### config.mk
export PLATFORM = sky130hd
export DESIGN_NAME = led_disp_arbiter
export DESIGN_NICKNAME = d
export VERILOG_FILES = /design/src/rtl/led_disp_arbiter.sv
export SDC_FILE = /design/constraint.sdc
export NUM_CORES = 1
export LEC_CHECK = 0
export BUFFER_PORTS_ARGS = -buffer_cell sky130_fd_sc_hd__buf_2
export CAP_MARGIN = 15
export CORE_MARGIN = 10
export CORE_UTILIZATION = 60
export DETAILED_ROUTE_END_ITERATION = 10
export PLACE_DENSITY = 0.81
export SLEW_MARGIN = 10
export SYNTH_ARGS = -nofsm -noshare
export SYNTH_HDL_FRONTEND = slang
export SYNTH_SLANG_ARGS = --single-unit
export TNS_END_PERCENT = 100
### constraint.sdc
create_clock -name clk -period 3.15 [get_ports clk]
set_input_delay 0.315 -clock clk [delete_from_list [all_inputs] [get_ports clk]]
set_output_delay 0.315 -clock clk [all_outputs]
set_load 0.02 [all_outputs]
### src/rtl/led_disp_arbiter.sv
// led_disp_arbiter: frame-buffer controller for an 8-digit seven-segment display.
// Two client ports write digits into a shadow buffer through a round-robin
// arbiter. The shadow is copied into the front buffer only on a frame
// boundary, and only when a client has asked for it. Also generates the
// scan tick and scan position for the downstream scanner.
// Optional blink support is compiled in with `define LED_DISP_BLINK_EN.
module led_disp_arbiter #(
    parameter int SCAN_DIV     = 50000,
    parameter int BLINK_FRAMES = 32
) (
    input  logic        clk,
    input  logic        rst_n,
    input  logic        a_req,
    input  logic [2:0]  a_idx,
    input  logic [3:0]  a_val,
    input  logic        a_commit,
    output logic        a_ack,
    input  logic        b_req,
    input  logic [2:0]  b_idx,
    input  logic [3:0]  b_val,
    input  logic        b_commit,
    output logic        b_ack,
`ifdef LED_DISP_BLINK_EN
    input  logic [7:0]  blink_mask,
`endif
    output logic        scan_tick,
    output logic        frame_start,
    output logic [2:0]  scan_pos,
    output logic        commit_pending,
    output logic [31:0] digits,
    output logic [7:0]  digit_blank
);

    localparam int CNT_W = $clog2(SCAN_DIV);

    typedef enum logic {
        PORT_A = 1'b0,
        PORT_B = 1'b1
    } port_e;

    logic [CNT_W-1:0] cnt_q, cnt_d;
    logic             scan_tick_q, scan_tick_d;
    logic             frame_start_q, frame_start_d;
    logic [2:0]       scan_pos_q, scan_pos_d;
    logic             a_ack_q, a_ack_d;
    logic             b_ack_q, b_ack_d;
    port_e            last_grant_q, last_grant_d;
    logic             pending_q, pending_d;
    logic [7:0][3:0]  shadow_q, shadow_d;
    logic [7:0][3:0]  front_q, front_d;

    logic             cnt_wrap;
    logic             swap_edge;
    logic             a_elig, b_elig;
    logic             a_win, b_win;
    logic             wr_en;
    logic [2:0]       wr_idx;
    logic [3:0]       wr_val;
    logic             wr_commit;

    // Next-state logic: prescaler/scan position, arbitration, shadow write and frame swap.
    always_comb begin
        // NOTE: every signal assigned here gets a value on every path (defaults
        // first), otherwise synthesis would infer latches.
        cnt_wrap      = (cnt_q == CNT_W'(SCAN_DIV - 1));
        cnt_d         = cnt_wrap ? '0 : cnt_q + 1'b1;
        scan_tick_d   = cnt_wrap;
        scan_pos_d    = scan_pos_q + 3'(cnt_wrap);
        swap_edge     = cnt_wrap && (scan_pos_q == 3'd7);
        frame_start_d = swap_edge;

        // An ack that is currently high masks its port, giving one write per
        // two cycles per port while still allowing one write per cycle overall.
        a_elig = a_req && !a_ack_q;
        b_elig = b_req && !b_ack_q;
        a_win  = a_elig && (!b_elig || (last_grant_q == PORT_B));
        b_win  = b_elig && !a_win;

        a_ack_d      = a_win;
        b_ack_d      = b_win;
        last_grant_d = last_grant_q;
        if (a_elig && b_elig) begin
            last_grant_d = a_win ? PORT_A : PORT_B;
        end

        wr_en     = a_win || b_win;
        wr_idx    = a_win ? a_idx    : b_idx;
        wr_val    = a_win ? a_val    : b_val;
        wr_commit = a_win ? a_commit : b_commit;

        // The copy takes the shadow as it was before this edge's write, so a
        // write landing on the swap edge stays out of the front buffer.
        front_d = front_q;
        if (swap_edge && pending_q) begin
            front_d = shadow_q;
        end

        shadow_d = shadow_q;
        if (wr_en) begin
            shadow_d[wr_idx] = wr_val;
        end

        // A commit write on the swap edge re-arms the request for the next frame.
        pending_d = (pending_q && !swap_edge) || (wr_en && wr_commit);
    end

    // State registers; asynchronous reset returns everything to idle at once.
    always_ff @(posedge clk or negedge rst_n) begin
        if (!rst_n) begin
            cnt_q         <= '0;
            scan_tick_q   <= 1'b0;
            frame_start_q <= 1'b0;
            scan_pos_q    <= 3'd0;
            a_ack_q       <= 1'b0;
            b_ack_q       <= 1'b0;
            last_grant_q  <= PORT_B;
            pending_q     <= 1'b0;
            // NOTE: both digit buffers are reset because the display must show
            // zeros after reset; they are small registers, not RAM macros.
            shadow_q      <= '0;
            front_q       <= '0;
        end else begin
            // NOTE: non-blocking assignments so every flop samples pre-edge values.
            cnt_q         <= cnt_d;
            scan_tick_q   <= scan_tick_d;
            frame_start_q <= frame_start_d;
            scan_pos_q    <= scan_pos_d;
            a_ack_q       <= a_ack_d;
            b_ack_q       <= b_ack_d;
            last_grant_q  <= last_grant_d;
            pending_q     <= pending_d;
            shadow_q      <= shadow_d;
            front_q       <= front_d;
        end
    end

    assign scan_tick      = scan_tick_q;
    assign frame_start    = frame_start_q;
    assign scan_pos       = scan_pos_q;
    assign a_ack          = a_ack_q;
    assign b_ack          = b_ack_q;
    assign commit_pending = pending_q;
    assign digits         = front_q;

`ifdef LED_DISP_BLINK_EN
    localparam int FC_W = (BLINK_FRAMES > 1) ? $clog2(BLINK_FRAMES) : 1;

    logic [FC_W-1:0] frame_cnt_q, frame_cnt_d;
    logic            phase_q, phase_d;
    logic [7:0]      blank_q, blank_d;

    // Blink phase: toggles every BLINK_FRAMES frames; blank mask refreshed on frame boundaries only.
    always_comb begin
        frame_cnt_d = frame_cnt_q;
        phase_d     = phase_q;
        blank_d     = blank_q;
        if (swap_edge) begin
            if (frame_cnt_q == FC_W'(BLINK_FRAMES - 1)) begin
                frame_cnt_d = '0;
                phase_d     = !phase_q;
            end else begin
                frame_cnt_d = frame_cnt_q + 1'b1;
            end
            blank_d = phase_d ? blink_mask : 8'h00;
        end
    end

    // Blink state registers.
    always_ff @(posedge clk or negedge rst_n) begin
        if (!rst_n) begin
            frame_cnt_q <= '0;
            phase_q     <= 1'b0;
            blank_q     <= 8'h00;
        end else begin
            frame_cnt_q <= frame_cnt_d;
            phase_q     <= phase_d;
            blank_q     <= blank_d;
        end
    end

    assign digit_blank = blank_q;
`else
    logic unused_blink_cfg;
    assign unused_blink_cfg = (BLINK_FRAMES > 0);
    assign digit_blank      = 8'h00;
`endif

endmodule

==> load_flow_metrics.sql <==
INSERT INTO impl_metrics (metric_group, metric, value, unit) VALUES
('global_route', 'initial_antenna_violation_count', '0', ''),
('global_route', 'grt_most_used_layer', 'met2', ''),
('die', 'die_width', '100.1', 'um'),
('critical_path', 'r2r.worst_path.cells', '5', ''),
('routing', 'drt_wl_total', '7490', 'um'),
('run', 'max_cap_violations', '0', ''),
('routing', 'via_count', '2354', ''),
('finish', 'fillCellCount', '469', ''),
('critical_path', 'worstReg2RegStart', 'a_ack$_DFF_PN0_', ''),
('die', 'core', '6277', 'um^2'),
('logic_synthesis', 'synth_cell_types', '44', ''),
('finish', 'final_net_count', '364', ''),
('logic_synthesis', 'syn-mean-instance-area', '13.83', 'um^2'),
('sta', 'drv_slew', '0', ''),
('global_route', 'grt_max_degree', '90', ''),
('logic_synthesis', 'ys_async_sr_fraction', '100.0', '%'),
('place', 'detailedPlacementHpwl', '5313', 'um'),
('sta', 'final_hold_slack', '0.1609', 'ns'),
('global_route', 'grt_first_pass_wirelength', '12600', 'um'),
('critical_path', 'critPathSlowestCell', 'sky130_fd_sc_hd__mux2i_1', ''),
('routing', 'drt_first_pass_iters', '4', ''),
('clock_network', 'clock_edge_transition_at_the_registers_on_the_reported_setup_and_hold_paths', '0.09', 'ns'),
('sta', 'setup_repair_after_global_routing_missed_its_margin', 'no', ''),
('routing', 'detail_routed_via_count_per_cell', '5.578', ''),
('power_and_ir_drop', 'power_switching_share', '25.71', '%'),
('power_and_ir_drop', 'comb_power_share', '14.0', '%'),
('global_route', 'grt_util_met1', '18.56', '%'),
('logic_synthesis', 'netlist.top_cell.by_area', 'sky130_fd_sc_hd__dfrtp_1', ''),
('routing', 'wl_per_cell', '17.75', 'um'),
('clock_network', 'cts_max_path_bufs', '2', ''),
('sta', 'setup_viol_count_final', '0', ''),
('clock_network', 'htreeDepth', '3', ''),
('clock_network', 'number_of_buffers_created_by_cts', '9', ''),
('logic_synthesis', 'synth_compound_area_share', '1.399', '%'),
('routing', 'detailedRoute.firstIterationViolations', '105', ''),
('die', 'design.die.area', '10010', 'um^2'),
('clock_network', 'cts_tree', 'done', ''),
('critical_path', 'cp.required', '3.39', 'ns'),
('critical_path', 'worstPathMaxFanout', '9', ''),
('logic_synthesis', 'synth_fa_ha_area_share', '0.9762', '%'),
('die', 'initial_core_util', '61.25', '%'),
('finish', 'design_area', '4352', 'um^2'),
('place', 'cell_area_after_placement', '4158', 'um^2'),
('logic_synthesis', 'syn-instance-count', '278', ''),
('place', 'portBuffers', '59', ''),
('critical_path', 'crit_path_cell_trace', 'nor2b_1, o21a_1, buf_4, mux2i_1, mux2_2', ''),
('die', 'design.portCount', '68', ''),
('power_and_ir_drop', 'internal', '1.935', 'mW'),
('critical_path', 'slowest_stage_delay_cp', '0.45', 'ns'),
('clock_network', 'cts_setup_buffers', '0', ''),
('place', 'place.gp.congestion', '0.8191', ''),
('global_route', 'grt_util_all_layers', '15.48', '%'),
('finish', 'mostFrequentLayoutCell', 'sky130_fd_sc_hd__dfrtp_1', ''),
('finish', 'areaGrowthSynthToFinish', '13.18', '%'),
('logic_synthesis', 'combinational_family_with_the_most_area_after_synthesis', 'multiplexers', ''),
('logic_synthesis', 'synth_ff_type', 'sky130_fd_sc_hd__dfrtp_1', ''),
('critical_path', 'cp_num_cells', '5', ''),
('worst_hold_path', 'worst_hold_path_type', 'in -> async', ''),
('critical_path', 'cp.buffers_inverters', '1', ''),
('outcome', 'status', 'finished, final reports clean', ''),
('logic_synthesis', 'synth_edf_count', '0', ''),
('clock_network', 'cts_sink_cnt', '89', ''),
('clock_network', 'cts_root_buf', 'sky130_fd_sc_hd__clkbuf_8', ''),
('global_route', 'grt_util_met2', '25.49', '%'),
('logic_synthesis', 'netlist_top_cells_area', 'sky130_fd_sc_hd__dfrtp_1 57%, sky130_fd_sc_hd__mux2_2 20%, sky130_fd_sc_hd__xnor2_1 2.1%', ''),
('logic_synthesis', 'synth_sequential_area_ratio', '57.96', '%'),
('clock_network', 'clock_network_latency_to_the_later_pin_of_the_worst_skew_pair', '0.35', 'ns'),
('routing', 'drc_errors', '0', ''),
('power_and_ir_drop', 'pwr_density_cell', '598.6', 'nW/um^2'),
('critical_path', 'first_element_of_the_critical_path', 'a_ack$_DFF_PN0_', ''),
('critical_path', 'timing.reg2reg.setup_slack', '0.92', 'ns');
[sequential cells by signal (all words and copies together), names as in the netlist]
signal,flops
digits,32
shadow_q,32
b_ack,1
last_grant_q,1
frame_start,1
scan_tick,1
a_ack,1
commit_pending,1
scan_pos,3
cnt_q,16
[worst min-delay path by stage]
stage | start | endpoint | depth (start not counted)
after floorplan | rst_n | a_ack$_DFF_PN0_ | 0
after global placement | digits[31]$_DFFE_PN0P_ | digits[31]$_DFFE_PN0P_ | 1
after detailed placement | digits[31]$_DFFE_PN0P_ | digits[31]$_DFFE_PN0P_ | 1
after CTS | a_commit | commit_pending$_DFF_PN0_ | 3
after global routing | a_commit | commit_pending$_DFF_PN0_ | 3
final | rst_n | digits[26]$_DFFE_PN0P_ | 1
[power groups by stage]
stage / combinational [mW] / clock [mW] / sequential [mW]
after floorplan: 0.286 / 0 / 1.46
after global placement: 0.352 / 0 / 1.50
after detailed placement: 0.370 / 0 / 1.50
after CTS: 0.373 / 0.772 / 1.48
after global routing: 0.406 / 0.818 / 1.51
final: 0.365 / 0.755 / 1.49
[synthesized netlist by cell type (2+ instances only)]
cell / number
sky130_fd_sc_hd__nand3_1: 7
sky130_fd_sc_hd__nor2_1: 14
sky130_fd_sc_hd__o21ai_0: 2
sky130_fd_sc_hd__buf_6: 4
sky130_fd_sc_hd__buf_4: 8
sky130_fd_sc_hd__or4_1: 2
sky130_fd_sc_hd__nand2_1: 12
sky130_fd_sc_hd__nand4_1: 6
sky130_fd_sc_hd__mux2_2: 67
sky130_fd_sc_hd__ha_1: 3
sky130_fd_sc_hd__dfrtp_1: 88
sky130_fd_sc_hd__mux2i_1: 6
sky130_fd_sc_hd__nor3_1: 3
sky130_fd_sc_hd__nand4b_1: 2
sky130_fd_sc_hd__xnor2_1: 9
sky130_fd_sc_hd__buf_2: 2
sky130_fd_sc_hd__inv_1: 3
sky130_fd_sc_hd__nor3b_1: 2
sky130_fd_sc_hd__and4_1: 2
sky130_fd_sc_hd__nor2b_1: 4
sky130_fd_sc_hd__nor4b_1: 3
sky130_fd_sc_hd__nor4_1: 2
sky130_fd_sc_hd__and4bb_2: 2
sky130_fd_sc_hd__nand3b_1: 2
sky130_fd_sc_hd__xor2_1: 4
[metal layers]
layer	wire, um	vias up
met3	404	11
li1	-	1099
met4	115	0
met1	3230	1191
met5	0	-
met2	3740	53
[through the flow]
step / total power [mW] / utilization, % / setup slack (ns)
2_1_floorplan: 1.746 / - / 1.263
6_report: 2.605 / 69.32 / 0.9160
3_5_place_dp: 1.872 / 66.23 / 0.8833
3_3_place_gp: 1.847 / 66.23 / 0.9208
4_1_cts: 2.627 / 69.32 / 0.8918
5_1_grt: 2.730 / 69.32 / 0.7452
[cells by family (layout without fill, tap and decap cells)]
| kind of cell | count (synthesis) | in the layout |
|---|---|---|
| AOI/OAI and AO/OA | 8 | 8 |
| xor gates and xnor gates | 13 | 13 |
| adders and majority gates | 3 | 3 |
| buffers and inverters | 19 | 79 |
| DFF | 89 | 89 |
| muxes | 75 | 75 |
| other | 1 | 8 |
| and+or+nand+nor | 70 | 70 |
[layout make-up]
class                   count  area share, %
clock buffers               9          2.846
clock inverters             6          1.610
inverters                   3         0.2588
multi-input cells         177          34.68
flip-flops and latches     89          51.21
well taps                  77          2.214
repair buffers             61          7.188
Power figures use the tool's default switching activity.
